==> config.mk <==
export PLATFORM = sky130hd
export DESIGN_NAME = demux_gate_seq
export DESIGN_NICKNAME = d
export VERILOG_FILES = /design/src/rtl/demux_gate_seq.sv
export SDC_FILE = /design/constraint.sdc
export NUM_CORES = 1
export LEC_CHECK = 0
export BUFFER_PORTS_ARGS = -buffer_cell sky130_fd_sc_hd__buf_2
export CAP_MARGIN = 30
export CELL_PAD_IN_SITES_DETAIL_PLACEMENT = 0
export CELL_PAD_IN_SITES_GLOBAL_PLACEMENT = 1
export CORE_UTILIZATION = 34
export CTS_CLUSTER_DIAMETER = 60
export DETAILED_ROUTE_END_ITERATION = 10
export PLACE_DENSITY_LB_ADDON = 0.25
export SETUP_SLACK_MARGIN = 0.2
export SLEW_MARGIN = 20
export SYNTH_ARGS = -nofsm -noshare
export SYNTH_HDL_FRONTEND = slang
export SYNTH_SLANG_ARGS = --single-unit
==> constraint.sdc <==
create_clock -name clk -period 1.8 [get_ports clk]
set_clock_uncertainty 0.2 [all_clocks]
set_input_delay 0.09 -clock clk [delete_from_list [all_inputs] [get_ports clk]]
set_output_delay 0.09 -clock clk [all_outputs]
set_load 0.01 [all_outputs]
==> src/rtl/demux_gate_seq.sv <==
// Gate evaluator that computes one basic logic function in two passes through one shared external 1:2 demux.
// Optional statistics counter (op_count port) is enabled by defining DMXSEQ_STATS_EN.
module demux_gate_seq #(
    parameter int CNT_W = 16
) (
    input  logic             clk,
    input  logic             rst_n,
    input  logic             in_valid,
    output logic             in_ready,
    input  logic [2:0]       op,
    input  logic             a,
    input  logic             b,
    output logic             out_valid,
    input  logic             out_ready,
    output logic             result,
    output logic             err,
    output logic             dmx_sel,
    output logic             dmx_i,
    input  logic             dmx_y0,
    input  logic             dmx_y1
`ifdef DMXSEQ_STATS_EN
    ,
    output logic [CNT_W-1:0] op_count
`endif
);

    typedef enum logic [1:0] {
        IDLE = 2'd0,
        ST1  = 2'd1,
        ST2  = 2'd2,
        HOLD = 2'd3
    } state_t;

    state_t     state_reg;
    logic [2:0] op_reg;
    logic       a_reg;
    logic       b_reg;
    logic       t_reg;
    logic       in_ready_reg;
    logic       out_valid_reg;
    logic       result_reg;
    logic       err_reg;

    // Per-opcode stage-1 drive, tap choice and stage-2 mode, indexed by the latched opcode.
    logic [7:0] s1_sel_vec;
    logic [7:0] s1_i_vec;
    logic [7:0] tap_y1_vec;
    logic [7:0] inv_vec;
    logic [7:0] rsv_vec;

    genvar gi;
    generate
        for (gi = 0; gi < 8; gi++) begin : g_op
            if (gi == 0 || gi == 2) begin : g_and_nand
                assign s1_sel_vec[gi] = b_reg;
                assign s1_i_vec[gi]   = a_reg;
                assign tap_y1_vec[gi] = 1'b1;
            end else if (gi == 1 || gi == 3) begin : g_or_nor
                assign s1_sel_vec[gi] = b_reg;
                assign s1_i_vec[gi]   = ~a_reg;
                assign tap_y1_vec[gi] = 1'b0;
            end else if (gi == 4) begin : g_not
                assign s1_sel_vec[gi] = a_reg;
                assign s1_i_vec[gi]   = 1'b1;
                assign tap_y1_vec[gi] = 1'b0;
            end else if (gi == 5) begin : g_buf
                assign s1_sel_vec[gi] = a_reg;
                assign s1_i_vec[gi]   = 1'b1;
                assign tap_y1_vec[gi] = 1'b1;
            end else begin : g_rsv
                assign s1_sel_vec[gi] = 1'b0;
                assign s1_i_vec[gi]   = 1'b0;
                assign tap_y1_vec[gi] = 1'b0;
            end
            assign inv_vec[gi] = (gi == 1 || gi == 2) ? 1'b1 : 1'b0;
            assign rsv_vec[gi] = (gi >= 6) ? 1'b1 : 1'b0;
        end
    endgenerate

    logic s1_sel;
    logic s1_i;
    logic tap_y1;
    logic inv_mode;
    logic rsv_op;

    assign s1_sel   = s1_sel_vec[op_reg];
    assign s1_i     = s1_i_vec[op_reg];
    assign tap_y1   = tap_y1_vec[op_reg];
    assign inv_mode = inv_vec[op_reg];
    assign rsv_op   = rsv_vec[op_reg];

    always_ff @(posedge clk) begin
        if (!rst_n) begin
            state_reg     <= IDLE;
            op_reg        <= 3'd0;
            a_reg         <= 1'b0;
            b_reg         <= 1'b0;
            t_reg         <= 1'b0;
            in_ready_reg  <= 1'b1;
            out_valid_reg <= 1'b0;
            result_reg    <= 1'b0;
            err_reg       <= 1'b0;
        end else begin
            case (state_reg)
                IDLE: begin
                    if (in_valid) begin
                        op_reg       <= op;
                        a_reg        <= a;
                        b_reg        <= b;
                        in_ready_reg <= 1'b0;
                        state_reg    <= ST1;
                    end
                end
                ST1: begin
                    t_reg     <= tap_y1 ? dmx_y1 : dmx_y0;
                    state_reg <= ST2;
                end
                ST2: begin
                    result_reg    <= dmx_y0;
                    err_reg       <= rsv_op;
                    out_valid_reg <= 1'b1;
                    state_reg     <= HOLD;
                end
                HOLD: begin
                    if (out_ready) begin
                        out_valid_reg <= 1'b0;
                        in_ready_reg  <= 1'b1;
                        state_reg     <= IDLE;
                    end
                end
                default: state_reg <= IDLE;
            endcase
        end
    end

    // Demux drive depends only on registered state and latched fields.
    always_comb begin
        dmx_sel = 1'b0;
        dmx_i   = 1'b0;
        case (state_reg)
            ST1: begin
                dmx_sel = s1_sel;
                dmx_i   = s1_i;
            end
            ST2: begin
                if (rsv_op) begin
                    dmx_sel = 1'b0;
                    dmx_i   = 1'b0;
                end else if (inv_mode) begin
                    dmx_sel = t_reg;
                    dmx_i   = 1'b1;
                end else begin
                    dmx_sel = 1'b0;
                    dmx_i   = t_reg;
                end
            end
            default: begin
                dmx_sel = 1'b0;
                dmx_i   = 1'b0;
            end
        endcase
    end

    assign in_ready  = in_ready_reg;
    assign out_valid = out_valid_reg;
    assign result    = result_reg;
    assign err       = err_reg;

`ifdef DMXSEQ_STATS_EN
    logic [CNT_W-1:0] op_count_reg;

    always_ff @(posedge clk) begin
        if (!rst_n) begin
            op_count_reg <= '0;
        end else if (state_reg == HOLD && out_ready) begin
            op_count_reg <= op_count_reg + {{(CNT_W-1){1'b0}}, 1'b1};
        end
    end

    assign op_count = op_count_reg;
`endif

endmodule
==> out/qor.csv <==
stage,metric,value,unit
final_layout,final net count,137,
min_path,Hold Path Class,input port to flop,
final_layout,share of cells above drive strength 1,41.2,%
yosys,simple-gate share of the synthesized area,20.3,%
worst_setup_path,Critical Path RT,1.51,ns
final_layout,n_diodes,0,
clock_network,H-tree depth,1,
clock_network,CTS max path bufs,2,
status,status,"finished, final reports clean",
detailed_routing,Via density,4.81,
yosys,post-synthesis adder-cell area fraction,10.3,%
detailed_routing,WL/cell,12.5,um
yosys,post-synthesis xor/xnor area fraction,1.20,%
yosys,Post-synth EDFFs,0,
floorplanning,Die Area,0.00233,mm^2
floorplanning,Starting Density,36.7,%
yosys,Synth Net Count,99,
worst_setup_path,critical path class,flop to primary output,
clock_network,clock sinks,15,
floorplanning,Die Wd,48.3,um
grt,largest net degree at the start of global routing,10,
yosys,Yosys reg bits,15,
final_layout,Fillers,186,
timing,worst-margin pin slew,0.282,ns
detailed_routing,remaining antenna violation count,0,
clock_network,CTS tree,yes,
detailed_routing,DRC,0,
worst_setup_path,crit path capture type,primary output,
clock_network,Root Driver,clkbuf_4,
floorplanning,IO Count,17,
clock_network,Num CTS Buffers,3,
worst_setup_path,worst r2r src,state_reg[1],
clock_network,CTS clock-pin slew for the worst setup and hold paths,0.09,ns
yosys,mux cell area share after synthesis,5.50,%
power_and_ir_drop,PwrDens,1330,mW/mm^2
power_and_ir_drop,VDD IR max,677,uV
placement,routability cong.,0.787,
yosys,Ys Warns,0,
yosys,top-count cell post-synth,dfxtp_1,
grt,global route overflow,0,
floorplanning,Rows,16,
placement,Port Buffers,16,
power_and_ir_drop,Pwr Total,1.53,mW
timing,TNS Setup,0,ns
timing,unrepaired setup endpoints after global routing,true,
worst_setup_path,Worst R2R End,tap_y1,
yosys,post-synth top area share,41.2,%
timing,Slew HR,81.1,%
yosys,synthesized area,728,um^2
worst_setup_path,Crit path arrival time,1.32,ns
yosys,most area-hungry cell type in the Yosys netlist,dfxtp_1,
detailed_routing,Via Count,702,
yosys,synth unique cells,27,
worst_setup_path,CP Launch Type,flop,
floorplanning,Core Area,0.00198,mm^2
timing,final period utilization,89.7,%
clock_network,worst-skew pair later-pin latency,0.29,ns
yosys,post-synthesis sequential area ratio,41.2,%
timing,minimum clock period,1.61,ns
yosys,Avg Inst Size Synth,8.88,um^2
power_and_ir_drop,Leak,0.489,nW
timing,Pins Over Slew Limit,0,
grt,initial antenna violation count,0,
worst_setup_path,R2R setup slack,0.25,ns
yosys,"Primary FF master, synth",dfxtp_1,
placement,Detail Placement HPWL,1170,um
worst_setup_path,Worst R2R Path Depth,7,
worst_setup_path,CP Launch Point,state_reg[0],
yosys,Area contributors post-synth,"dfxtp_1 41%, ha_1 10%, a21oi_1 6.2%",
grt,first-pass GRT wire length,2870,um
grt,Total GRT Usage,18.7,%
timing,Max Fclk,0.620,GHz
yosys,Compound-Gate Fraction of Synth Area,18.9,%
yosys,largest family of logic cells by synthesized area,simple AND/OR/NAND/NOR gates,
worst_setup_path,crit path capture,dmx_i,
worst_setup_path,CP max FO,3,
detailed_routing,DRT Pass-1 Iters,4,
detailed_routing,initial drt markers,9,
timing,Final Hold Fails,0,
grt,number of global-route vias before repair,628,
yosys,asr flop ratio synth,0,%
final_layout,Layout area overhead,57.7,%
yosys,Syn Inst Count,82,
timing,setup violators final,0,
final_layout,max reg flops,3,
detailed_routing,WL final,1830,um
yosys,top post-synthesis cells by count,"15 x dfxtp_1, 9 x a21oi_1, 9 x nand2_1, 7 x nor2_1, 6 x ha_1",
run,maxcap violations,0,
floorplanning,chip height,48.3,um
==> routing by layer <==
layer / global-route usage (%) / up-vias / share of wire [%]
met3: 5.56 / 2 / 3.2
met2: 31.2 / 15 / 51
li1: - / 362 / -
met5: 0 / - / 0
met1: 22.7 / 323 / 45
met4: 6.67 / 0 / 0.77
==> worst max-delay path, stage by stage, from the launching register on <==
cell and delay [ns]:
dfxtp_4 0.37, inv_6 0.07, ha_4 0.12, nor2b_4 0.13, o21ai_1 0.06, a21boi_1 0.13, buf_2 0.15
==> through the flow <==
step           std cells  hold slack (ns)  utilization [%]  area (um^2)  setup WS [ns]
2_1_floorplan         82          -0.0338                -          736          0.233
3_3_place_gp         127            0.142             43.6          865          0.148
3_5_place_dp         127            0.142             43.6          865          0.103
4_1_cts              141          0.00199             53.9         1070          0.148
5_1_grt              146           0.0283             58.0         1150         0.0956
6_report             146          0.00974             58.0         1150          0.186
==> how the worst min path moves through the flow <==
stage                from         to  cells after the start
floorplan           rst_n   in_ready                      1
global placement    rst_n   in_ready                      2
CTS                 op[2]  op_reg[2]                      4
detailed placement      a      a_reg                      3
global route        op[2]  op_reg[2]                      4
finish              op[2]  op_reg[2]                      4
==> cell families after synthesis <==
| family | Yosys count |
|---|---|
| compound gates | 22 |
| xor+xnor | 1 |
| fa+ha+maj | 6 |
| buf+inv | 5 |
| flops | 15 |
| mux | 4 |
| simple gates | 29 |
==> final cells by class <==
cell class / instances / area [um^2] / share of cell area, %
Tap cell: 27 / 33.8 / 2.94
Multi-Input combinational cell: 62 / 519 / 45.2
Clock inverter: 1 / 5.00 / 0.436
Timing Repair Buffer: 33 / 231 / 20.2
Clock buffer: 3 / 22.5 / 1.96
Inverter: 5 / 28.8 / 2.51
Sequential cell: 15 / 308 / 26.8
==> where the power goes <==
group	total, mW	internal (mW)	switching (mW)
registers	0.533	0.440	0.0930
clock network	0.196	0.0827	0.114
logic	0.801	0.424	0.377
total	1.53	0.947	0.584
==> repair_timing <==
item,4_1_cts,5_1_grt
endpoints found under the hold margin,10,0
resized for setup,25,9
pin swaps,8,7
hold buffers,8,0
setup endpoints to repair,4,5
buffers inserted,2,5
==> cell usage in the layout, fill, tap and decap left out, types with 2 or more instances in the layout <==
| cell | n |
|---|---|
| a21oi_1 | 8 |
| buf_2 | 16 |
| buf_4 | 8 |
| clkbuf_4 | 3 |
| dfxtp_1 | 13 |
| dfxtp_4 | 2 |
| dlygate4sd3_1 | 8 |
| ha_1 | 2 |
| ha_4 | 4 |
| inv_6 | 2 |
| mux2i_1 | 4 |
| nand2_1 | 7 |
| nand2_4 | 2 |
| nand2b_1 | 3 |
| nor2_1 | 7 |
| nor2b_1 | 2 |
| o21ai_0 | 2 |
| o21ai_1 | 2 |
Note: power is estimated with default switching activity, not from simulation.
